**config.mk**
```make
export PLATFORM = sky130hd
export DESIGN_NAME = dcache_wb
export DESIGN_NICKNAME = d
export VERILOG_FILES = /design/src/rtl/dcache_wb_pkg.sv /design/src/rtl/dcache_line_merge.sv /design/src/rtl/dcache_wb.sv
export SDC_FILE = /design/constraint.sdc
export NUM_CORES = 1
export LEC_CHECK = 0
export BUFFER_PORTS_ARGS = -buffer_cell sky130_fd_sc_hd__buf_2
export CAP_MARGIN = 10
export CORE_ASPECT_RATIO = 0.5
export CORE_MARGIN = 2
export CORE_UTILIZATION = 58
export CTS_BUF_LIST = sky130_fd_sc_hd__clkbuf_4 sky130_fd_sc_hd__clkbuf_8
export CTS_CLUSTER_SIZE = 28
export DETAILED_ROUTE_END_ITERATION = 10
export PLACE_DENSITY = 0.8
export SLEW_MARGIN = 20
export SYNTH_ARGS = -nofsm -noshare
export SYNTH_HDL_FRONTEND = slang
export SYNTH_HIERARCHICAL = 1
export SYNTH_SLANG_ARGS = --single-unit
```
**constraint.sdc**
```tcl
create_clock -name clk -period 14.3 [get_ports clk]
set_input_delay 0.715 -clock clk [delete_from_list [all_inputs] [get_ports clk]]
set_output_delay 0.715 -clock clk [all_outputs]
set_load 0.05 [all_outputs]
```
**src/rtl/dcache_wb_pkg.sv**
```systemverilog
// Shared types and default geometry for the direct-mapped write-back data cache.
`timescale 1ns/1ps
package dcache_wb_pkg;
  localparam int DC_WD_SIZE    = 32;
  localparam int DC_LINES      = 4;
  localparam int DC_LINE_BYTES = 16;
  localparam int DC_IDX_BITS   = $clog2(DC_LINES);
  localparam int DC_OFF_BITS   = $clog2(DC_LINE_BYTES);
  localparam int DC_TAG_BITS   = DC_WD_SIZE - DC_IDX_BITS - DC_OFF_BITS;

  typedef enum logic [1:0] {
    DC_IDLE,
    DC_EVICT,
    DC_FILL,
    DC_RETRY
  } dc_state_t;
endpackage

```
**src/rtl/dcache_line_merge.sv**
```systemverilog
// Word select out of a cache line and keep-masked store merge back into that line.
`timescale 1ns/1ps
module dcache_line_merge
  import dcache_wb_pkg::*;
#(
  parameter int WD_SIZE    = DC_WD_SIZE,
  parameter int LINE_BYTES = DC_LINE_BYTES,
  parameter int WIDX_W     = (DC_OFF_BITS > 2) ? DC_OFF_BITS - 2 : 1
) (
  input  logic [LINE_BYTES*8-1:0] line,
  input  logic [WIDX_W-1:0]       word_idx,
  input  logic [WD_SIZE-1:0]      wr_data,
  input  logic [WD_SIZE-1:0]      keep,
  output logic [WD_SIZE-1:0]      rd_word,
  output logic [LINE_BYTES*8-1:0] merged_line
);
  always_comb begin
    rd_word     = line[word_idx*WD_SIZE +: WD_SIZE];
    merged_line = line;
    merged_line[word_idx*WD_SIZE +: WD_SIZE] = (rd_word & ~keep) | (wr_data & keep);
  end
endmodule

```
**src/rtl/dcache_wb.sv**
```systemverilog
// Direct-mapped write-back/write-allocate data cache; hits are zero-cycle, misses
// stall the core while a line is evicted (if dirty) and refilled.
`timescale 1ns/1ps
module dcache_wb
  import dcache_wb_pkg::*;
#(
  parameter int WD_SIZE    = DC_WD_SIZE,
  parameter int LINES      = DC_LINES,
  parameter int LINE_BYTES = DC_LINE_BYTES
) (
  input  logic                    clk,
  input  logic                    reset_n,
  input  logic                    req_en_i,
  input  logic                    req_rd_wr_i,
  input  logic [WD_SIZE-1:0]      req_addr_i,
  input  logic [WD_SIZE-1:0]      req_wr_data_i,
  input  logic [WD_SIZE-1:0]      req_wr_keep_i,
  output logic [WD_SIZE-1:0]      rd_data_o,
  output logic                    stall_o,
  output logic                    mem_req_o,
  output logic                    mem_rd_wr_o,
  output logic [WD_SIZE-1:0]      mem_addr_o,
  output logic [LINE_BYTES*8-1:0] mem_wr_line_o,
  input  logic [LINE_BYTES*8-1:0] mem_rd_line_i,
  input  logic                    mem_ack_i
);
  localparam int IDX_W  = $clog2(LINES);
  localparam int OFF_W  = $clog2(LINE_BYTES);
  localparam int TAG_W  = WD_SIZE - IDX_W - OFF_W;
  localparam int WIDX_W = (OFF_W > 2) ? OFF_W - 2 : 1;
  localparam int LINE_W = LINE_BYTES * 8;

  logic [LINES-1:0]  valid_q;
  logic [LINES-1:0]  dirty_q;
  logic [TAG_W-1:0]  tag_q  [LINES];
  logic [LINE_W-1:0] data_q [LINES];
  logic [WD_SIZE-1:0] rd_data_q;
  dc_state_t state_q, state_d;

  logic [TAG_W-1:0]   req_tag;
  logic [IDX_W-1:0]   idx;
  logic [WIDX_W-1:0]  word_idx;
  logic               hit;
  logic               rd_hit, wr_hit, evict_done, fill_done, stall_c;
  logic [WD_SIZE-1:0] rd_word;
  logic [LINE_W-1:0]  wr_line;
  logic               unused_addr_lsbs;

  assign req_tag = req_addr_i[WD_SIZE-1 -: TAG_W];
  assign idx     = req_addr_i[OFF_W +: IDX_W];
  assign unused_addr_lsbs = ^req_addr_i[1:0];

  // A line of a single word has no word index field.
  generate
    if (OFF_W > 2) begin : g_widx
      assign word_idx = req_addr_i[OFF_W-1:2];
    end else begin : g_nowidx
      assign word_idx = '0;
    end
  endgenerate

  assign hit = req_en_i & valid_q[idx] & (tag_q[idx] == req_tag);

  dcache_line_merge #(
    .WD_SIZE    (WD_SIZE),
    .LINE_BYTES (LINE_BYTES),
    .WIDX_W     (WIDX_W)
  ) u_merge (
    .line        (data_q[idx]),
    .word_idx    (word_idx),
    .wr_data     (req_wr_data_i),
    .keep        (req_wr_keep_i),
    .rd_word     (rd_word),
    .merged_line (wr_line)
  );

  always_comb begin
    state_d       = state_q;
    stall_c       = 1'b1;
    rd_hit        = 1'b0;
    wr_hit        = 1'b0;
    evict_done    = 1'b0;
    fill_done     = 1'b0;
    mem_req_o     = 1'b0;
    mem_rd_wr_o   = 1'b0;
    mem_addr_o    = '0;
    mem_wr_line_o = '0;
    unique case (state_q)
      DC_IDLE: begin
        stall_c = req_en_i & ~hit;
        rd_hit  = hit & ~req_rd_wr_i;
        wr_hit  = hit & req_rd_wr_i;
        if (req_en_i && !hit) begin
          state_d = (valid_q[idx] && dirty_q[idx]) ? DC_EVICT : DC_FILL;
        end
      end
      DC_EVICT: begin
        mem_req_o     = 1'b1;
        mem_rd_wr_o   = 1'b1;
        mem_addr_o    = {tag_q[idx], idx, {OFF_W{1'b0}}};
        mem_wr_line_o = data_q[idx];
        if (mem_ack_i) begin
          evict_done = 1'b1;
          state_d    = DC_FILL;
        end
      end
      DC_FILL: begin
        mem_req_o  = 1'b1;
        mem_addr_o = {req_tag, idx, {OFF_W{1'b0}}};
        if (mem_ack_i) begin
          fill_done = 1'b1;
          state_d   = DC_RETRY;
        end
      end
      DC_RETRY: state_d = DC_IDLE;
      default:  state_d = DC_IDLE;
    endcase
  end

  // Gating with reset_n keeps the core free while the cache is being cleared.
  assign stall_o   = reset_n & stall_c;
  assign rd_data_o = rd_hit ? rd_word : rd_data_q;

  always_ff @(posedge clk or negedge reset_n) begin
    if (!reset_n) begin
      state_q   <= DC_IDLE;
      valid_q   <= '0;
      dirty_q   <= '0;
      rd_data_q <= '0;
    end else begin
      state_q <= state_d;
      if (rd_hit)     rd_data_q    <= rd_word;
      if (wr_hit)     dirty_q[idx] <= 1'b1;
      if (evict_done) dirty_q[idx] <= 1'b0;
      if (fill_done) begin
        valid_q[idx] <= 1'b1;
        dirty_q[idx] <= 1'b0;
      end
    end
  end

  // Tag and data storage carry no reset; valid_q alone qualifies them.
  always_ff @(posedge clk) begin
    if (wr_hit) data_q[idx] <= wr_line;
    if (fill_done) begin
      data_q[idx] <= mem_rd_line_i;
      tag_q[idx]  <= req_tag;
    end
  end
endmodule

```
Yosys cells after proc, flatten, opt, wreduce, memory -nomap -nowiden:

Memories as Yosys holds them, arrays and structs flattened.
Cells that the tools add are included.
Widths: inputs -> output; s select.

* flip-flop bits (word level): 42
* RAM bits: 616
* input bits: 229
* output and inout bits: 195
* logic and storage cells: 75
* memories kept: 2

Memory list
* data_q: depth 4, bits a word 128, rd ports 1, clocked after memory_dff 0, wr ports 1, line dcache_wb.sv:36 `logic [LINE_W-1:0] data_q [LINES];`
* tag_q: depth 4, bits a word 26, rd ports 1, clocked after memory_dff 0, wr ports 1, line dcache_wb.sv:35 `logic [TAG_W-1:0] tag_q [LINES];`

* add/subtract/negate cells: 1
* $lt $le $gt $ge: 2
* equal/unequal tests: 7
* shift-type cells: 3
* multiplexer cells: 31
* bitwise logic cells: 18
* reductions and logical operators: 7

Operator list (count)
* $mux 128: 2
* $bwmux 128: 1
* $shift 32x34->128 const A: 1
* $shiftx 128x8->32: 1
* $shiftx 32x34->128: 1
* $and 32x32->32: 2
* $pmux 32 s2: 1
* $neg 7->34: 1
* $mux 32: 1
* $not 32->32: 1
* $or 32x32->32: 1
* $eq 26x26->1: 1
* $mux 1: 15
* $mux 4: 3
* $and 4x4->4: 2
* $mux 2: 4
* $or 4x4->4: 2
* $pmux 2 s4: 1
* $and 1x1->1: 6
* $ne 2x2->1 const B: 3
* $bmux 1 s2: 2
* $eq 2x2->1 const B: 2
* $not 4->4: 1
* $logic_and 1x1->1: 3
* 10 further kinds: 11

Logic depth before layout (Yosys ltp):

* word-level depth: 11
* depth in mapped cells: 11
* gate-level depth less buffers: 8

Modules after synthesis:

The synthesis kept the hierarchy.

Modules (own cells, without submodules)
* dcache_wb: instances 1, cells an instance 1660, area an instance 27526.4 µm², sequential area each 19548.7 µm²
* dcache_line_merge: instances 1, cells an instance 434, area an instance 3539.6 µm², sequential area each 0.0 µm²

Worst setup path after synthesis:

No wires, ideal clock.

* path kind: in2reg
* start: in req_addr_i[5]
* end: mem data_q[3][0] (netlist name) (enable)
* setup time: 0.792 ns
* arrival time: 11.761 ns
* required time: 13.508 ns
* path slack: 1.747 ns
* cell stages on the path: 10
* buffers on the path: 3
* cell sequence: clkbuf_1 -> clkbuf_1 -> mux4_2 -> xnor2_1 -> nand2_1 -> nor4_2 -> nand4_2 -> or2_2 -> clkbuf_1 -> o21ai_0

* word-level cells in the longest chain between the ends: 9
* elaborated cells on any way between the ends: 11
* classes of those cells: 1 x eq/ne; 5 x mux; 4 x bitwise; 1 x memory

RTL lines
* start: declaration: line dcache_wb.sv:15 `input logic [WD_SIZE-1:0] req_addr_i,`
* branches (longest 9 deep; another with $mem_v2 4x26)
* end: declaration: line dcache_wb.sv:36

Several ways; the timed one is not identified. The select of a mux whose other input is x is not followed.

Final worst setup path:

* start: in req_addr_i[4]
* end: mem data_q[2][105] (netlist name) (enable)

Same word-level chain as after synthesis.

==> summary.md <==
| Metric | Value |
|---|---|
| Setup Fix Bufs, Post-CTS | `0` |
| Synth Cell Area | `~31000 µm²` |
| CTS max path bufs | `3` |
| Initial core utilization | `between 50% and 60%` |
| Setup Skew | `roughly 43 ps` |
| First-pass GRT wire length | `~120000 µm` |
| Clk_lat worst skew | `roughly 690 ps` |
| Fin Setup TNS | `0 ps` |
| Die area | `approximately 56000 µm²` |
| Fin. max-slew vios | `0` |
| Worst endpoint required time | `14580 ps` |
| Leakage Power | `0.0139 µW` |
| ANT nets after route | `0` |
| Post-synth ARST share | `between 6 and 7%` |
| Fin. Hold Viols | `0` |
| Synth cell types | `54` |
| Final worst path period need | `about 6200 ps` |
| Ys Warns | `6` |
| Post-synth EDFFs | `616` |
| CTS sink cnt | `658` |
| Wire per inst | `24.3 µm` |
| Register area share after synthesis | `approximately 63%` |
| Hold buffer count at CTS | `0` |
| PwrDens | `approximately 160 nW/µm²` |
| Period Utilization, post-route | `around 44%` |
| Crit path kind | `input port to register` |
| Worst setup EP type | `register` |
| Layer with the highest usage | `met2` |
| Clock-pin slew on the worst setup and hold paths | `80 ps` |
| WP data arrival | `6500 ps` |
| CTS tree | `yes` |
| Vias in the first global route | `slightly above 20000` |
| Post-Syn Instances | `2094` |
| Max Fclk | `161 MHz` |
| M2 GR Usage | `between 40% and 50%` |
| Routing usage on met3 | `about 5.1%` |
| Worst-Margin Slew | `between 1000 and 1500 ps` |
| Via-to-Cell Ratio | `6.10` |
| Die height | `between 150 and 200 µm` |
| Root Buffer | `clkbuf_8` |
| Maximum Capacitance Violations | `0` |
| Overall Global Routing Usage | `between 20 and 30%` |
| Resize count post-CTS | `0` |
| Finish-stage setup viols | `0` |
| Grt total ovfl | `0` |
| Via count | `20064` |
| Layout area overhead | `14.6%` |
| Nets | `approximately 2700` |
| Port Buffer Count | `between 400 and 500` |
| Slew headroom | `between 15 and 20%` |
| Antenna violations before repair | `16` |
| Mapped Avg Cell Area | `14.8 µm²` |
| # fillers | `around 3500` |
| Die Wd | `between 300 and 400 µm` |
| H-Tree Depth | `3` |
| Starting DRT DRC Count | `2408` |
| Crit path launch | `req_addr_i[4]` |
| Worst r2r src | `tag_q[1][18]$_DFFE_PP_` |
| Yosys reg bits | `about 660` |
| Drt first pass iters | `6` |
| Post-DP HPWL | `48900 µm` |
| Startpoint Class | `input port` |
| I/O pin count | `between 400 and 500` |
| Total CTS buffers | `91` |
| Row count | `between 50 and 60` |
| Met1 usage | `a little under two fifths` |
| Core area | `between 50000 and 60000 µm²` |
| Largest net degree at the start of global routing | `about 130` |
| Worst Path Max Fanout | `93` |
| Top_reg_cell synth | `edfxtp_1` |
| Routed WL | `approximately 80000 µm` |
| Worst Hold Class | `input port to async pin` |
| DRC violations left | `0` |
| Final Util | `between 60% and 70%` |
| Minimum hold slack | `approximately 190 ps` |
| Status | `completed` |
| Max IR drop VDD | `between 80 and 90 µV` |
| Layout cells sized above 1 | `33.0%` |
| Final GP Congestion | `roughly 0.86` |
| Unrepaired setup endpoints after global routing | `no` |
synthesized netlist by cell type, types with 2 or more instances:
cell type	number	area, µm²
a22oi_1	20	150
nand4_1	4	25.0
xor2_1	19	166
or2_2	3	18.8
o31ai_1	5	37.5
a22o_1	32	280
a21oi_1	2	10.0
buf_4	4	30.0
buf_2	18	90.1
o211ai_1	2	15.0
nor2_1	5	18.8
edfxtp_1	616	18500
o21ai_0	46	230
mux4_1	10	263
a32oi_1	8	70.1
mux2i_4	27	608
dfrtp_1	42	1050
inv_1	105	394
and3_1	2	12.5
buf_12	6	120
mux2_2	2	22.5
nand2_1	447	1680
nand2b_1	5	31.3
ha_1	8	100
o22ai_1	97	607
buf_8	2	30.0
xnor2_1	6	52.6
and2_1	129	807
buf_6	3	33.8
nor4_2	3	37.5
mux2i_1	53	531
clkbuf_1	88	330
nand3_1	10	50.1
nor2b_1	30	188
o221ai_1	2	17.5
mux4_2	169	3810
mux2_4	30	450
buf_1	18	67.6
registers in the layout (all words and copies together) (netlist names):
name       flops
data_q       512
dirty_q        4
rd_data_q     32
state_q        2
tag_q        104
valid_q        4
worst max-delay path, stage by stage:
cell and delay (ps):
buf_8 640, buf_12 580, mux4_1 680, xnor2_1 160
nand2_1 80, nor4_2 330, nand4_2 220, or2_2 490
o21ai_4 800, buf_4 700, buf_4 890
cell families (layout without fill, tap and decap cells):
family,count (synthesis),in the layout,synth area share [%]
AOI/OAI and AO/OA,221,221,4.76
xor gates and xnor gates,25,25,0.705
adders and majority gates,8,8,0.322
buffers and inverters,245,720,3.54
DFF,658,658,62.9
muxes,291,291,18.3
other,1,18,0.0121
and+or+nand+nor,645,645,9.45
per-layer routing:
| layer | vias to the layer above | wire, µm |
|---|---|---|
| met5 | - | 27 |
| met3 | 210 | 6840 |
| met2 | 1112 | 41000 |
| met4 | 4 | 2920 |
| li1 | 8706 | - |
| met1 | 10032 | 29200 |
report_power, final:
| part | switching (µW) | total (µW) | internal [µW] |
|---|---|---|---|
| Combinational | 1200 | 1640 | 442 |
| Clock | 717 | 1490 | 774 |
| Sequential | 31.2 | 2390 | 2360 |
path summary, 6_finish.rpt:
kind	end	slack, ps	cells after the start
setup / recovery	data_q[2][105]$_DFFE_PP_	8080	11
hold / removal	rd_data_q[26]$_DFF_PN0_	190	2
setup reg to reg	data_q[2][105]$_DFFE_PP_	9210	9
hold reg to reg	rd_data_q[6]$_DFF_PN0_	500	1
max in group asynchronous	rd_data_q[31]$_DFF_PN0_	13540	2
min in group clk	tag_q[2][14]$_DFFE_PP_	300	1
cells in the final DEF (no fill, tap or decap), drive strengths merged, types with 6 or more instances in the layout:
cell type and n:
o22ai 97, xor2 19, mux4 179, and2 129, ha 8, buf 448, dfrtp 42, a22o 32
a32oi 8, nand3 11, o21ai 46, mux2i 80, a22oi 20, mux2 32, edfxtp 616, clkinv 31
nor2b 30, inv 107, nand2 447, diode 14, xnor2 6, clkbuf 129
stage by stage:
stage / cells / cell area [µm²] / power [µW] / setup WS, ps
CTS: 3271 / 35500 / 5530 / 8000
detailed placement: 3105 / 33700 / 4060 / 7310
finish: 3287 / 35600 / 5520 / 8080
global route: 3287 / 35600 / 5720 / 7660
floorplan: 2097 / 31100 / 3640 / 1750
global placement: 3105 / 33700 / 4020 / 7350
area by class of cell:
cell class	count	area (µm²)	share of cell area, %
multi-input cells	1194	10500	29.5
repair buffers	448	2380	6.69
clock buffers	129	1590	4.46
inverters	106	398	1.12
well taps	701	877	2.46
clock inverters	37	258	0.724
flip-flops and latches	658	19500	54.9
diodes	14	35.0	0.0984
Power figures use the tool's default switching activity.
